[config.mk]
export PLATFORM = sky130hd
export DESIGN_NAME = serial_word_tx
export DESIGN_NICKNAME = d
export VERILOG_FILES = /design/src/rtl/serial_word_tx_pkg.sv /design/src/rtl/bit_counter.sv /design/src/rtl/serial_word_tx.sv
export SDC_FILE = /design/constraint.sdc
export NUM_CORES = 1
export LEC_CHECK = 0
export CELL_PAD_IN_SITES_DETAIL_PLACEMENT = 0
export CELL_PAD_IN_SITES_GLOBAL_PLACEMENT = 1
export CORE_MARGIN = 1
export CORE_UTILIZATION = 41
export DETAILED_ROUTE_END_ITERATION = 10
export DONT_BUFFER_PORTS = 1
export MAX_ROUTING_LAYER = met4
export PLACE_DENSITY = 0.7
export RECOVER_POWER = 100
export SYNTH_ARGS = -nofsm -noshare
export SYNTH_HDL_FRONTEND = slang
export SYNTH_SLANG_ARGS = --single-unit
export TNS_END_PERCENT = 100
[constraint.sdc]
create_clock -name clk -period 1.19 [get_ports clk]
set_input_delay 0.1785 -clock clk [delete_from_list [all_inputs] [get_ports clk]]
set_output_delay 0.1785 -clock clk [all_outputs]
set_load 0.01 [all_outputs]
[src/rtl/serial_word_tx_pkg.sv]
// rtl/serial_word_tx_pkg.sv - shared state encoding and default word width for serial_word_tx
package serial_word_tx_pkg;

    localparam int DEFAULT_WIDTH = 8;

    typedef enum logic {
        IDLE  = 1'b0,
        SHIFT = 1'b1
    } state_e;

endpackage

[src/rtl/bit_counter.sv]
// rtl/bit_counter.sv - mod-MOD counter with synchronous clear, enable and terminal-count flag
module bit_counter #(
    parameter  int MOD = 8,
    localparam int CW  = (MOD > 1) ? $clog2(MOD) : 1
) (
    input  logic          clk,
    input  logic          clr_i,
    input  logic          en_i,
    output logic [CW-1:0] count_o,
    output logic          tc_o
);

    logic [CW-1:0] count_q;
    logic [CW-1:0] count_d;

    assign tc_o    = (count_q == CW'(MOD - 1));
    assign count_o = count_q;

    always_comb begin
        count_d = count_q;
        if (clr_i) begin
            count_d = '0;
        end else if (en_i) begin
            count_d = tc_o ? '0 : count_q + 1'b1;
        end
    end

    always_ff @(posedge clk) begin
        count_q <= count_d;
    end

endmodule

[src/rtl/serial_word_tx.sv]
// rtl/serial_word_tx.sv - parallel-to-serial word transmitter, LSB first, with first/last bit markers
module serial_word_tx
    import serial_word_tx_pkg::*;
#(
    parameter int WIDTH = DEFAULT_WIDTH
) (
    input  logic             clk,
    input  logic             rst,
    input  logic [WIDTH-1:0] data_in,
    input  logic             in_valid,
    output logic             in_ready,
    output logic             bit_out,
    output logic             bit_valid,
    output logic             bit_first,
    output logic             bit_last
);

    localparam int CW = (WIDTH > 1) ? $clog2(WIDTH) : 1;

    state_e           state_q;
    state_e           state_d;
    logic [WIDTH-1:0] sh_q;
    logic [WIDTH-1:0] sh_d;
    logic [CW-1:0]    count;
    logic             tc;
    logic             accept;

    // Counter is held at zero while idle so a fresh word always starts at bit 0.
    bit_counter #(
        .MOD (WIDTH)
    ) u_bit_counter (
        .clk     (clk),
        .clr_i   (rst || (state_q == IDLE)),
        .en_i    (state_q == SHIFT),
        .count_o (count),
        .tc_o    (tc)
    );

    assign accept = in_valid && in_ready;

    always_ff @(posedge clk) begin
        if (rst) begin
            state_q <= IDLE;
            sh_q    <= '0;
        end else begin
            state_q <= state_d;
            sh_q    <= sh_d;
        end
    end

    always_comb begin
        state_d = state_q;
        sh_d    = sh_q;
        unique case (state_q)
            IDLE: begin
                if (accept) begin
                    state_d = SHIFT;
                end
            end
            SHIFT: begin
                if (tc && !accept) begin
                    state_d = IDLE;
                end
            end
            default: state_d = IDLE;
        endcase
        if (accept) begin
            sh_d = data_in;
        end else if (state_q == SHIFT) begin
            sh_d = sh_q >> 1;
        end
    end

    // Serial outputs depend only on registered state; in_ready also folds in rst.
    always_comb begin
        in_ready  = 1'b0;
        bit_out   = 1'b0;
        bit_valid = 1'b0;
        bit_first = 1'b0;
        bit_last  = 1'b0;
        unique case (state_q)
            IDLE: begin
                in_ready = !rst;
            end
            SHIFT: begin
                bit_valid = 1'b1;
                bit_out   = sh_q[0];
                bit_first = (count == '0);
                bit_last  = tc;
                in_ready  = tc && !rst;
            end
            default: in_ready = 1'b0;
        endcase
    end

endmodule

==> flow_metrics.tcl <==
set metrics [dict create \
    fmax_mhz 732.4 \
    r2r_slack_ns -0.09 \
    area_delta_synth_final_pct 24.24 \
    worst_skew_pair.late_latency_ns 0.26 \
    finalHoldViolCount 0 \
    grt_max_degree 11 \
    tightest_slew_ns 0.5667 \
    clock_path_buffers 2 \
    synth_warnings 0 \
    grt_pass1_wl_um 2028 \
    place_congestion 0.7226 \
    swShare_pct 24.95 \
    final_common_cell "dfxtp_1" \
    rsz0062_at_grt "true" \
    use_met1_pct 19.25 \
    grt_antenna_before_repair 0 \
    reg2reg_from "u_bit_counter.count_o[1]$_SDFFE_PP0P_" \
    placement_rows 14 \
    final_util_pct 54.48 \
    min_period_ns 1.365 \
    cp_max_fo 3 \
    layout_common_cells "dfxtp_1, mux2i_1, nor2_1" \
    die_h_um 42.14 \
    port_buffers 0 \
    final_cell_count_no_fill 82 \
    wire_per_inst_um 14.21 \
    ant_nets 0 \
    relSlewSlack_pct 62.10 \
    synth_top_family_by_area "simple AND/OR/NAND/NOR gates" \
    ir_worst_vdd_mv 0.7319 \
    synth-xor-area-share_pct 0 \
    overflow 0 \
    status "complete, but fails checks" \
    violations "setup timing" \
    synth_area_um2 660.6 \
    ys_ff_latch 12 \
    worstPathArrival_ns 1.19 \
    die_area_um2 1776 \
    syn-mean-instance-area_um2 11.39 \
    hold_slack_ns 0.09678 \
    grt_pass1_vias 452 \
    maxCapViolCount 0 \
    place_inst 74 \
    reg2regPathDepth 6 \
    drc 0 \
    p_leak_uw 0.0003172 \
    seqPwrFrac_pct 47.7 \
    setup_viol 12 \
    netlist_instances 58 \
    start_util_pct 43.85 \
    htreeDepth 1 \
    track_usage_pct 15.56 \
    yosys-top-cells-area "dfxtp_1, a221oi_2, mux2i_1" \
    power.internal_uw 697.5 \
    slew_viol_final 0 \
    drtPass1Iterations 1 \
    whs_endpoint "sh_q[6]$_SDFFE_PP0P_" \
    synth_top_area_cell "dfxtp_1" \
    grt.met2_usage_pct 25.31 \
    clkPwrFrac_pct 34.4 \
    drtIter0Drc 0 \
    drt_wl_total_um 1165 \
    die_w_um 42.14 \
    synth_nets 72 \
    hold_class "in -> reg" \
    drive_gt1_share_pct 48.48 \
    skew_ns 0.0006691 \
    cts.clk_slew.worst_paths_ns 0.08 \
    synthAdderAreaFrac_pct 5.682 \
    crit_path_start_kind "flop" \
    vias 433 \
    p_switching_uw 231.8 \
    layout_setup_ws_ns -0.1753 \
    min_from "in_valid" \
    rr_endpoint "sh_q[0]$_SDFFE_PP0P_" \
    via_per_inst 5.280 \
    diodes 0 \
    synth.top_cell.area_share_pct 36.36 \
    worstPathRequired_ns 1.01 \
    finalCritPeriodShare_pct 114.7 \
    cts_tree "built" \
    synthSimpleGateAreaFrac_pct 19.13 \
    io_pins 16 \
    yosys.cell_types.count 21 \
    pwr-share-comb_pct 17.8 \
    synthMuxAreaShare_pct 12.12 \
    top_usage_layer "met2" \
    timing.setup.critical_path_class "reg -> out" \
    synth_compound_area_share_pct 17.80 \
    end_kind "output pin" \
    cts_buffers 3 \
    use_met3_pct 3.017 \
    coreArea_um2 1506 \
    min_delay_path_depth 2 \
    clock_sinks 12 \
    ys_seq_area_share_pct 36.36 \
    power_density_nw_per_um2 1132 \
    cts-root-buf "clkbuf_4" \
    nNetsFinal 81 \
]
worst max-delay path: stages, from the launching register on:
cell and delay [ns]:
dfxtp_2 0.34, ha_4 0.16, ha_4 0.15, nand2b_4 0.14, nor2b_4 0.13
power groups by stage:
stage	logic [uW]	registers, uW	clock network (uW)
finish	166	444	320
floorplan	138	451	0
global placement	145	453	0
detailed placement	144	454	0
global route	181	448	355
CTS	167	444	326
state kept, by name, indices dropped and copies added (netlist names):
register and cells:
sh_q 8, u_bit_counter.count_o 3, state_q 1
logic make-up after synthesis:
logic type / after synthesis
AND/OR/NAND/NOR: 19
adder cells (fa/ha/maj): 3
AO/OA/AOI/OAI: 9
buffers and inverters: 7
multiplexers: 8
flip-flops: 12
final cells by class:
| class | count | area [um2] |
|---|---|---|
| Sequential cell | 12 | 242.7 |
| Tap cell | 16 | 20.02 |
| Inverter | 3 | 11.26 |
| Timing Repair Buffer | 8 | 80.08 |
| Clock buffer | 4 | 36.28 |
| Fill cell | 142 | 685.7 |
| Multi-Input combinational cell | 39 | 430.4 |
cell usage after synthesis:
library cell	instances
nor4b_1	1
ha_1	3
a21oi_1	1
nand2_1	1
buf_2	1
and3b_1	1
o21a_1	1
nor2b_1	1
a221oi_2	7
mux2i_1	8
buf_12	1
buf_6	2
nand3_1	1
inv_1	3
and2_1	1
and2_2	1
and4bb_2	1
nor2_1	9
nand2_8	1
nand2b_4	1
dfxtp_1	12
per-layer routing:
metal | part of all wire [%] | wire length, um | vias to the layer above
li1 | - | - | 221
met1 | 43 | 504 | 200
met2 | 50 | 587 | 10
met3 | 5.2 | 60 | 2
met4 | 1.1 | 13 | 0
met5 | 0 | 0 | -
timing repair:
action,CTS,global route
resized for setup,8,3
buffers inserted,3,0
pin swaps,7,2
hold endpoints to repair,10,0
hold buffers,1,0
endpoints found under the setup margin,10,14
per-stage QoR:
stage                     power, uW  setup WS [ns]  instance area, um2  setup TNS, ns
after floorplan               589.1       -0.03221               695.7        -0.2502
after global placement        598.7       -0.08083               710.7        -0.5650
after detailed placement      598.1       -0.09307               710.7        -0.6893
after CTS                     937.9        -0.1833               809.5         -1.132
after global routing          984.4        -0.2241               820.8         -1.865
final                         929.3        -0.1753               820.8        -0.9916
how the worst max path moves through the flow:
| stage | startpoint | to | slack [ns] | cells past startpoint |
|---|---|---|---|---|
| finish | u_bit_counter.count_o[1]$_SDFFE_PP0P_ | in_ready | -0.18 | 4 |
| global route | u_bit_counter.count_o[0]$_SDFFE_PP0P_ | in_ready | -0.22 | 4 |
| CTS | u_bit_counter.count_o[0]$_SDFFE_PP0P_ | in_ready | -0.18 | 4 |
| detailed placement | u_bit_counter.count_o[1]$_SDFFE_PP0P_ | sh_q[1]$_SDFFE_PP0P_ | -0.09 | 5 |
| global placement | u_bit_counter.count_o[1]$_SDFFE_PP0P_ | sh_q[0]$_SDFFE_PP0P_ | -0.08 | 5 |
| floorplan | u_bit_counter.count_o[1]$_SDFFE_PP0P_ | sh_q[0]$_SDFFE_PP0P_ | -0.03 | 6 |
(Power assumes the default switching activity.)
